## src/rtl/lz77_decoder.sv

```systemverilog
// rtl/lz77_decoder.sv - LZ77 triple decoder with sliding history; optional range check under ERR_CHECK_EN
module lz77_decoder #(
    parameter int              SEARCH_DEPTH = 9,
    parameter int              OFF_W        = 4,
    parameter int              LEN_W        = 3,
    parameter int              DW           = 8,
    parameter logic [DW-1:0]   END_CHAR     = 8'h24
) (
    input  logic               clk,
    input  logic               reset,
    input  logic               in_valid,
    output logic               in_ready,
    input  logic [OFF_W-1:0]   offset,
    input  logic [LEN_W-1:0]   match_len,
    input  logic [DW-1:0]      char_nxt,
    output logic [DW-1:0]      char_out,
    output logic               out_valid,
    output logic               finish,
    output logic               err
);

    typedef enum logic [1:0] {
        IDLE = 2'd0,
        COPY = 2'd1,
        LIT  = 2'd2,
        DONE = 2'd3
    } state_t;

    state_t             state;
    state_t             state_nxt;

    // hist[0] is the most recently emitted character
    logic [DW-1:0]      hist [SEARCH_DEPTH];

    logic [OFF_W-1:0]   off_q;
    logic [LEN_W-1:0]   cnt_q;
    logic [DW-1:0]      char_q;

    logic               take;
    logic               lit_end;
    logic               emit;
    logic [DW-1:0]      emit_char;
    logic [DW-1:0]      copy_char;

    // Entry addressed by the latched offset; indices past the array read as 0
    always_comb begin
        copy_char = '0;
        for (int i = 0; i < SEARCH_DEPTH; i++) begin
            if (off_q == OFF_W'(i)) begin
                copy_char = hist[i];
            end
        end
    end

    // State register
    always_ff @(posedge clk) begin
        if (reset) begin
            state <= IDLE;
        end else begin
            state <= state_nxt;
        end
    end

    // Next-state logic
    always_comb begin
        state_nxt = state;
        case (state)
            IDLE: begin
                if (take) begin
                    state_nxt = (match_len != '0) ? COPY : LIT;
                end
            end
            COPY: begin
                if (cnt_q == LEN_W'(1)) begin
                    state_nxt = LIT;
                end
            end
            LIT: begin
                if (lit_end) begin
                    state_nxt = DONE;
                end else if (take) begin
                    state_nxt = (match_len != '0) ? COPY : LIT;
                end else begin
                    state_nxt = IDLE;
                end
            end
            DONE: begin
                state_nxt = DONE;
            end
            default: begin
                state_nxt = IDLE;
            end
        endcase
    end

    // Handshake and emit decode; a triple offered while the end marker is
    // being emitted is dropped because decoding stops there
    always_comb begin
        in_ready  = (state == IDLE) || (state == LIT);
        lit_end   = (state == LIT) && (char_q == END_CHAR);
        take      = in_valid && in_ready && !lit_end;
        emit      = (state == COPY) || (state == LIT);
        emit_char = (state == COPY) ? copy_char : char_q;
    end

    // Datapath: triple latch, run counter, history shift and registered output
    always_ff @(posedge clk) begin
        if (reset) begin
            for (int i = 0; i < SEARCH_DEPTH; i++) begin
                hist[i] <= '0;
            end
            off_q     <= '0;
            cnt_q     <= '0;
            char_q    <= '0;
            char_out  <= '0;
            out_valid <= 1'b0;
            finish    <= 1'b0;
        end else begin
            out_valid <= emit;
            if (emit) begin
                char_out <= emit_char;
                hist[0]  <= emit_char;
                for (int i = 1; i < SEARCH_DEPTH; i++) begin
                    hist[i] <= hist[i-1];
                end
            end
            if (state == COPY) begin
                cnt_q <= cnt_q - LEN_W'(1);
            end
            if (take) begin
                off_q  <= offset;
                cnt_q  <= match_len;
                char_q <= char_nxt;
            end
            if (lit_end) begin
                finish <= 1'b1;
            end
        end
    end

`ifdef ERR_CHECK_EN
    localparam int FILL_W = $clog2(SEARCH_DEPTH + 1);

    logic [FILL_W-1:0]  fill;
    logic [FILL_W-1:0]  fill_eff;

    // Valid history depth at accept time, counting a literal leaving this edge
    always_comb begin
        fill_eff = fill;
        if ((state == LIT) && (fill != FILL_W'(SEARCH_DEPTH))) begin
            fill_eff = fill + FILL_W'(1);
        end
    end

    // Saturating count of emitted characters
    always_ff @(posedge clk) begin
        if (reset) begin
            fill <= '0;
        end else if (emit && (fill != FILL_W'(SEARCH_DEPTH))) begin
            fill <= fill + FILL_W'(1);
        end
    end

    // Sticky flag for a match that reaches past valid history
    always_ff @(posedge clk) begin
        if (reset) begin
            err <= 1'b0;
        end else if (take && (match_len != '0) &&
                     ((int'(offset) >= int'(fill_eff)) || (int'(offset) >= SEARCH_DEPTH))) begin
            err <= 1'b1;
        end
    end
`else
    assign err = 1'b0;
`endif

endmodule

```

## config.mk

```make
export PLATFORM = sky130hd
export DESIGN_NAME = lz77_decoder
export DESIGN_NICKNAME = d
export VERILOG_FILES = /design/src/rtl/lz77_decoder.sv
export SDC_FILE = /design/constraint.sdc
export NUM_CORES = 1
export LEC_CHECK = 0
export BUFFER_PORTS_ARGS = -buffer_cell sky130_fd_sc_hd__buf_2
export CAP_MARGIN = 25
export CORE_MARGIN = 4
export CORE_UTILIZATION = 45
export DETAILED_ROUTE_END_ITERATION = 8
export PLACE_DENSITY = 0.71
export SLEW_MARGIN = 20
export SYNTH_ARGS = -nofsm -noshare
export SYNTH_HDL_FRONTEND = slang
export SYNTH_SLANG_ARGS = --single-unit
```

## constraint.sdc

```tcl
create_clock -name clk -period 2.6 [get_ports clk]
set_input_delay 0.52 -clock clk [delete_from_list [all_inputs] [get_ports clk]]
set_output_delay 0.52 -clock clk [all_outputs]
set_load 0.05 [all_outputs]
```

==> results.py <==
metrics = {
    "timing": {
        "tightest_slew_ns": 0.7233,
        "finalSetupTns_ns": 0,
        "rsz0062_at_grt": "no",
        "post-route-period-util": 0.8368,
        "min_period_ns": 2.176,
        "slew_viol_final": 0,
        "max_slew_margin": 0.5160,
        "hold_viol": 0,
        "finalSetupViolCount": 0,
        "setup_slack_ns": 0.4243,
        "holdWs_ns": 0.3830,
        "skew_ns": 0.01229,
        "clock.fmax_mhz": 459.6,
    },
    "final_layout": {
        "synthToLayoutAreaGrowth_pct": 10.95,
        "fillers": 930,
        "nets": 467,
        "finalInstanceArea_sq_mm": 0.005263,
        "n_antenna_cell": 0,
        "drive_above_1_share": 0.1674,
    },
    "die": {
        "initial_core_util": 0.4615,
        "die_area_sq_mm": 0.01225,
        "fp.dieH_microns": 110.7,
        "coreArea_sq_mm": 0.01028,
        "row_count": 37,
        "die_w_microns": 110.7,
        "ios": 30,
    },
    "synth": {
        "synth_enable_flop_cells": 72,
        "synth-seq-cells": 99,
        "syn-num-nets": 442,
        "syn_area_per_cell_sq_um": 11.35,
        "synthFlopType": "edfxtp_1",
        "yosysSeqAreaShare": 0.5698,
        "syn_inst": 418,
        "synth_warnings": 0,
        "synthDistinctLibCells": 49,
        "async_reset_ff_frac": 0,
        "synth.cell_area_sq_mm": 0.004743,
    },
    "global_route": {
        "grt_usage": 0.1661,
        "antenna_found_initial": 0,
        "grt_max_degree": 73,
        "grt.overflow.total": 0,
        "grt_pass1_wl_microns": 16370,
        "grt_pass1_vias": 3153,
    },
    "setup_path": {
        "startpoint_type": "register",
        "crit_slowest_cell": "dfxtp_1",
        "cp.required_ns": 2.08,
        "crit_arrival_ns": 1.66,
        "setup.worst_path.class": "register to output port",
        "critPathCaptureType": "output port",
        "cp_slowest_stage_delay_ns": 0.38,
        "cp_max_fo": 9,
        "path_cells": "inv_1, ha_1, or2_2, buf_2",
    },
    "route": {
        "ant_nets": 0,
        "wl_per_cell_microns": 17.26,
        "route.detailed.vias_per_inst": 5.483,
        "vias": 3202,
        "drt_wl_total_microns": 10080,
        "drcViolationCount": 0,
        "drtIter0Drc": 205,
        "firstDrtPassIters": 5,
    },
    "power": {
        "ir_worst_vdd_v": 0.0005915,
        "p_total_mw": 6.136,
        "leakage_nw": 2.045,
        "power.density_mw_per_mm2": 1166,
    },
    "clock_tree": {
        "cts_buffers": 9,
        "clk_path_buf_depth": 2,
        "cts_root_buffer": "clkbuf_8",
        "cts.sinks": 99,
        "cts_tree": "built",
        "post_cts_resized": 0,
        "clk_pin_slew_ns": 0.10,
        "postCtsHoldBufs": 0,
        "clock_latency_ns": 0.36,
        "h-tree-depth": 3,
        "post-cts-setup-buffers": 0,
    },
    "status": {
        "outcome": "completed",
    },
    "placement": {
        "place_area_sq_mm": 0.005019,
        "pre_cts_ws_ns": 0.5236,
        "gp_congestion": 0.7989,
        "dp_hpwl_microns": 6743,
        "io_buffers": 28,
    },
    "min_path": {
        "min_path_type": "input port to register",
    },
    "run": {
        "drv_cap": 0,
    },
}
## path summary, 6_finish.rpt
kind / startpoint / to / slack (ns) / cells after the start
setup reg to reg: off_q[0] / hist[0][4] / 0.46 / 6
hold reg to reg: char_out[6] / char_out[6] / 0.45 / 1
hold / removal: char_nxt[4] / char_q[4] / 0.38 / 3
setup / recovery: state[0] / in_ready / 0.42 / 4
## routing by layer
layer,track usage,part of all wire
met1,0.2255,0.46
met2,0.2735,0.48
met3,0.03166,0.042
met4,0.04598,0.019
met5,0,0
## worst max-delay path: cells and delay by family, from the launching register on
| family | cells | cell delay, ns |
|---|---|---|
| adder cells (fa/ha/maj) | 1 | 0.30 |
| flip-flops | 1 | 0.38 |
| buffers and inverters | 2 | 0.30 |
| AND/OR/NAND/NOR | 1 | 0.31 |
## per-stage QoR
stage | std cells | utilization
after floorplan | 418 | -
after global placement | 568 | 0.4883
after detailed placement | 568 | 0.4883
after CTS | 584 | 0.5121
after global routing | 584 | 0.5121
final | 584 | 0.5121
## cell usage after synthesis (9+ instances only)
library cell,instances,area (sq um)
clkbuf_1,12,45.04
a21oi_1,29,145.1
edfxtp_1,72,2162
o21ai_0,22,110.1
mux2i_1,10,100.1
and2_1,69,431.7
inv_1,10,37.54
nor2_1,27,101.4
nand2b_1,20,125.1
nand2_1,15,56.30
dfxtp_1,27,540.5
nor3_1,9,45.04
## flip-flops by register name, indices dropped and copies added (netlist names)
| register | count |
|---|---|
| char_q | 8 |
| cnt_q | 3 |
| state | 2 |
| finish | 1 |
| char_out | 8 |
| hist | 72 |
| out_valid | 1 |
| off_q | 4 |
## cell type report
class	instances	area, sq um	share of cell area
Clock buffer	11	162.7	0.03091
Multi-Input combinational cell	282	1854	0.3524
Tap cell	136	170.2	0.03233
Clock inverter	5	81.33	0.01545
Inverter	10	41.29	0.007846
Timing Repair Buffer	41	250.2	0.04755
Sequential cell	99	2703	0.5136
## where the power goes
part / internal [mW] / switching [mW] / leakage [nW] / total [mW]
Combinational: 0.743 / 1.26 / 0.923 / 2.00
Sequential: 2.57 / 0.395 / 1.00 / 2.96
Clock: 0.629 / 0.544 / 0.121 / 1.17
## cell families after synthesis
logic type,after synthesis,share of synthesized area
buffers and inverters,37,0.04273
DFF,99,0.5698
adders and majority gates,6,0.01583
and+or+nand+nor,168,0.2047
xor gates and xnor gates,2,0.003694
other,1,0.0007906
muxes,19,0.05038
AOI/OAI and AO/OA,86,0.1121
## cells in the final DEF (no fill, tap or decap), drive strengths merged, types with 2 or more instances in the layout
cell type  synthesis  layout
a31oi              7       7
ha                 6       6
nand2             15      15
inv               10      10
mux2i             10      10
and2              69      69
bufinv             0       2
nor2b              5       5
mux2               7       7
and3b              2       2
or3b               5       5
clkinvlp           0       2
o21ai             23      23
nor3               9       9
clkbuf            13      11
a21oi             29      29
buf               14      41
a21o               3       3
dfxtp             27      27
edfxtp            72      72
mux4               2       2
nand2b            20      20
a211oi             4       4
a2111oi            2       2
a22oi              6       6
nand3              4       4
nor2              27      27
a221oi             2       2
or3                5       5
a311oi             5       5
Power figures use the tool's default switching activity.
